<file path="config.mk">
export PLATFORM = sky130hd
export DESIGN_NAME = cc_sched
export DESIGN_NICKNAME = d
export VERILOG_FILES = /design/src/rtl/cc_sched.sv
export SDC_FILE = /design/constraint.sdc
export NUM_CORES = 1
export LEC_CHECK = 0
export CAP_MARGIN = 20
export CORE_UTILIZATION = 35
export DETAILED_ROUTE_END_ITERATION = 12
export GPL_TIMING_DRIVEN = 0
export PLACE_DENSITY = 0.73
export SETUP_SLACK_MARGIN = 0.4
export SYNTH_ARGS = -nofsm -noshare
export SYNTH_HDL_FRONTEND = slang
export SYNTH_SLANG_ARGS = --single-unit
</file>
<file path="constraint.sdc">
create_clock -name clk -period 2 [get_ports clk]
set_input_delay 0.4 -clock clk [delete_from_list [all_inputs] [get_ports clk]]
set_output_delay 0.4 -clock clk [all_outputs]
set_load 0.1 [all_outputs]
</file>
<file path="src/rtl/cc_sched.sv">
// Round-robin scheduler sharing one cross-correlator between NREQ sample-stream requesters.
// Grants one requester, streams exactly N sample pairs, waits for done under a watchdog, returns a tagged lag.
module cc_sched #(
    parameter int NREQ    = 4,
    parameter int TW      = 3,
    parameter int N       = 1024,
    parameter int DW      = 16,
    parameter int TIMEOUT = 8192
) (
    input  logic                 clk,
    input  logic                 rst,
    input  logic [NREQ-1:0]      req,
    input  logic [NREQ*DW-1:0]   smp_m0,
    input  logic [NREQ*DW-1:0]   smp_m1,
    output logic [NREQ-1:0]      gnt,
    output logic                 smp_rd,
    output logic                 cc_rst,
    output logic                 cc_start,
    output logic [DW-1:0]        cc_m0,
    output logic [DW-1:0]        cc_m1,
    input  logic                 cc_done,
    input  logic [15:0]          cc_index,
    output logic                 res_valid,
    input  logic                 res_ready,
    output logic [15:0]          res_index,
    output logic [TW-1:0]        res_tag,
    output logic                 res_err,
    output logic                 busy,
    output logic [15:0]          job_cnt
);
    localparam int CW  = (N > 1) ? $clog2(N) : 1;
    localparam int WW  = (TIMEOUT > 1) ? $clog2(TIMEOUT) : 1;
    localparam int TW1 = TW + 1;

    typedef enum logic [2:0] {
        S_IDLE, S_START, S_STREAM, S_WAIT, S_RECOVER, S_RESP
    } state_t;

    state_t              state_r, state_s;
    logic [CW-1:0]       cnt_r;
    logic [WW-1:0]       wd_r;
    logic [TW-1:0]       rr_r;
    logic [TW-1:0]       pick_s;
    logic [TW:0]         sum_s;
    logic [2*NREQ-1:0]   rot_s;
    logic                any_s;

    // Round-robin pick: rotate requests so the rr pointer sits at bit 0, lowest offset wins
    always_comb begin
        any_s  = |req;
        rot_s  = {req, req} >> rr_r;
        pick_s = rr_r;
        sum_s  = '0;
        for (int i = NREQ - 1; i >= 0; i--) begin
            sum_s  = {1'b0, rr_r} + TW1'(i);
            sum_s  = (sum_s >= TW1'(NREQ)) ? (sum_s - TW1'(NREQ)) : sum_s;
            pick_s = rot_s[i] ? sum_s[TW-1:0] : pick_s;
        end
    end

    // State register
    always_ff @(posedge clk) begin
        if (!rst) begin
            state_r <= S_IDLE;
        end else begin
            state_r <= state_s;
        end
    end

    // Next-state logic
    always_comb begin
        state_s = state_r;
        case (state_r)
            S_IDLE:    state_s = any_s ? S_START : S_IDLE;
            S_START:   state_s = S_STREAM;
            S_STREAM:  state_s = (cnt_r == CW'(N - 1)) ? S_WAIT : S_STREAM;
            S_WAIT: begin
                if (cc_done) begin
                    state_s = S_RESP;
                end else if (wd_r == WW'(TIMEOUT - 1)) begin
                    state_s = S_RECOVER;
                end else begin
                    state_s = S_WAIT;
                end
            end
            S_RECOVER: state_s = S_RESP;
            S_RESP:    state_s = res_ready ? S_IDLE : S_RESP;
            default:   state_s = S_IDLE;
        endcase
    end

    // Grant, counters, result capture and round-robin pointer
    always_ff @(posedge clk) begin
        if (!rst) begin
            gnt       <= '0;
            res_tag   <= '0;
            res_index <= 16'd0;
            res_err   <= 1'b0;
            job_cnt   <= 16'd0;
            rr_r      <= '0;
            cnt_r     <= '0;
            wd_r      <= '0;
        end else begin
            case (state_r)
                S_IDLE: begin
                    if (any_s) begin
                        gnt     <= NREQ'(1'b1) << pick_s;
                        res_tag <= pick_s;
                    end
                end
                S_START: cnt_r <= '0;
                S_STREAM: begin
                    cnt_r <= cnt_r + CW'(1);
                    wd_r  <= '0;
                end
                S_WAIT: begin
                    if (cc_done) begin
                        res_index <= cc_index;
                        res_err   <= 1'b0;
                    end else begin
                        wd_r <= wd_r + WW'(1);
                    end
                end
                S_RECOVER: begin
                    res_index <= 16'd0;
                    res_err   <= 1'b1;
                end
                S_RESP: begin
                    if (res_ready) begin
                        gnt     <= '0;
                        rr_r    <= (TW1'(res_tag) == TW1'(NREQ - 1)) ? TW'(0) : (res_tag + TW'(1));
                        job_cnt <= job_cnt + 16'd1;
                    end
                end
                default: ;
            endcase
        end
    end

    // Sample mux: gnt is one-hot, so OR-ing masked lanes selects the granted requester (0 when idle)
    always_comb begin
        cc_m0 = '0;
        cc_m1 = '0;
        for (int r = 0; r < NREQ; r++) begin
            cc_m0 = cc_m0 | (smp_m0[r*DW +: DW] & {DW{gnt[r]}});
            cc_m1 = cc_m1 | (smp_m1[r*DW +: DW] & {DW{gnt[r]}});
        end
    end

    assign smp_rd    = (state_r == S_STREAM);
    assign cc_start  = (state_r == S_START);
    assign res_valid = (state_r == S_RESP);
    assign busy      = (state_r != S_IDLE);
    assign cc_rst    = ~rst | (state_r == S_RECOVER);

endmodule

</file>
==> impl_metrics.ini <==
[yosys]
avgSynthCellArea_sq_um = 7.55
yosys.area_share.simple_pct = 28.0
syn-cell-area_sq_um = 4030
yosysWarningCount = 0
synth_mux_area_share_pct = 0.745
synth_nets = 692
synthArstFlopShare_pct = 0
synth_edf_count = 0
synth-xor-area-share_pct = 4.78
ys_seq_elements = 69
synth_top_family_by_area = simple AND/OR/NAND/NOR gates
synthAdderAreaFrac_pct = 1.86
synthFlopType = dfxtp_1
syn_inst = 534
synth_compound_area_share_pct = 25.5
ys_seq_area_share_pct = 34.3
synth_cell_types = 48

[drt]
detail_route.wl_per_cell_microns = 19.2
vias_per_cell = 5.43
first_pass_iters = 5
vias = 5296
drtIter0Drc = 283
post-route-drc-count = 0
postRouteAntennaNets = 0
drt_wl_total_microns = 18700

[cts]
cts_root_buf = clkbuf_16
h-tree-depth = 3
clockBufferDepth = 2
holdBufCountCts = 0
clk_latency_ns = 0.33
clk_pin_slew_ns = 0.05
cts_buffers = 9
clkSinkCount = 69
cts_tree = yes

[grt]
use_met2_pct = 50.9
use_met3_pct = 4.74
grt_pass1_vias = 5214
grt_pass1_wl_microns = 26300
grt_use_met1_pct = 32.6
track_usage_pct = 28.3
antenna_found_initial = 1
grt_max_degree = 12
global_route.peak_usage_layer = met2
overflow = 0

[layout]
final_cell_mix = clkdlybuf4s50_1, nand2_1, a22oi_2
syn2layout_area_growth_pct = 117
utilization_pct = 79.3
nFillCells = 716
nets = 988
final_common_cell = clkdlybuf4s50_1
layout.cells.non_filler = 976
layout-drive-gt1-share_pct = 44.7

[sta]
worst_pin_slew_ns = 0.659
grt_setup_unrepaired = true
report.final.slew_viol_count = 0
slew_headroom_pct = 56.0
setup_viol = 0
finalWorstPathRequiredPeriod_ns = 1.91
skew_ns = 0.00441
layout_worst_path_cycle_share_pct = 95.5
fmax_mhz = 523
finalWorstSetupSlack_ns = 0.0894
hold_violations = 0

[place]
place_inst = 900
hpwl_microns = 12400
gp_congestion = 0.836
portBuffers = 226
preCtsSetupSlack_ns = -0.779

[die]
io_pins = 229
initial_core_util_pct = 36.5
core_region_area_sq_um = 11000
die_area_sq_um = 11900
die_x_microns = 109
row_count = 38
die_h_microns = 109

[critical_path]
critPathLaunchType = flip-flop
worstPathMaxFanout = 10
crit_type = reg2out
crit_path_end_kind = output pin
cp.required_ns = 1.60
worstPathArrival_ns = 1.51

[pwr]
cellPowerDensity_nw_per_um2 = 698
vdd_ir_drop_max_v = 0.000691
p_leak_nw = 3.47

[status]
status = finished clean

[min_path]
hold_path.class = reg2reg

[flow_run]
max_cap_violations = 0
[state kept, by name, indices dropped and copies added (netlist names)]
register,count
job_cnt,16
res_index,16
wd_r,13
cnt_r,10
gnt,4
res_tag,3
rr_r,3
state_r,3
res_err,1
[routing by layer]
layer  share of wire (%)  wire length [microns]
met2                  52                   9670
met4                 3.9                    734
met3                 6.1                   1150
met5                   0                      0
met1                  38                   7180
[final timing paths]
kind / from / endpoint / slack, ns / cells past startpoint
max reg2reg: rr_r[0]$_SDFFE_PN0P_ / gnt[0]$_SDFFE_PN0P_ / 0.18 / 10
max: state_r[0]$_SDFF_PN0_ / cc_rst / 0.09 / 4
min: res_index[15]$_SDFFE_PN0P_ / res_index[15]$_SDFFE_PN0P_ / 0.45 / 2
min reg2reg: res_index[15]$_SDFFE_PN0P_ / res_index[15]$_SDFFE_PN0P_ / 0.45 / 2
[through the flow]
| step | power, mW | hold WS [ns] | cell area [sq um] | setup TNS (ns) |
|---|---|---|---|---|
| final | 6.11 | 0.455 | 8750 | 0 |
| after global routing | 6.29 | 0.471 | 8750 | 0 |
| after CTS | 5.94 | 0.457 | 8300 | 0 |
| after detailed placement | 4.00 | 0.450 | 7400 | -27.65 |
| after global placement | 3.98 | 0.441 | 7400 | -26.91 |
| after floorplan | 3.27 | 0.432 | 4960 | 0 |
[where the power goes]
| group | internal, mW | switching (mW) | leakage, nW |
|---|---|---|---|
| Sequential | 1.40 | 0.0419 | 0.575 |
| Combinational | 1.18 | 1.84 | 2.74 |
| Clock | 1.08 | 0.569 | 0.151 |
| Total | 3.66 | 2.45 | 3.47 |
[area by class of cell]
class / instances / area, sq um / share of cell area, %
Clock inverter: 6 / 77.6 / 0.886
Buffer: 36 / 548 / 6.26
Timing Repair Buffer: 285 / 2810 / 32.1
Clock buffer: 10 / 229 / 2.62
Sequential cell: 69 / 1450 / 16.6
Tap cell: 140 / 175 / 2.00
Inverter: 11 / 53.8 / 0.615
Antenna cell: 1 / 2.50 / 0.0286
Multi-Input combinational cell: 418 / 3400 / 38.9
[cells in the mapped netlist, types with 4 or more instances]
master,n,area share (%)
nand2_1,111,10
dfxtp_1,69,34
a22oi_1,66,12
nor2_1,34,3.2
a21oi_1,30,3.7
clkbuf_1,26,2.4
o21ai_0,20,2.5
nand3_1,15,1.9
nor2b_1,14,2.2
xnor2_1,13,2.8
and2_1,11,1.7
inv_1,11,1.0
nand4_1,9,1.4
xor2_1,9,2.0
and3_1,8,1.2
buf_2,8,0.99
nand2b_1,7,1.1
a21boi_0,6,1.1
a31oi_1,6,0.93
ha_1,6,1.9
nor3_1,5,0.62
o211a_1,4,0.99
o221ai_1,4,0.87
or3_1,4,0.62
[cell families after synthesis]
family | after synthesis
AO/OA/AOI/OAI | 152
XOR/XNOR | 22
adder cells (fa/ha/maj) | 6
buffers and inverters | 47
flip-flops | 69
multiplexers | 3
AND/OR/NAND/NOR | 235
[critical path: stages (launching register included)]
cell and delay, ns:
dfxtp_4 0.38, buf_4 0.20, o21ai_4 0.24, buf_8 0.17, buf_12 0.17
[repair_timing]
action | CTS | global route
pin swaps | 41 | 52
gates cloned | 6 | 3
endpoints found under the setup margin | 126 | 84
gates resized for setup | 565 | 96
buffers inserted | 32 | 18
(Power assumes the default switching activity.)
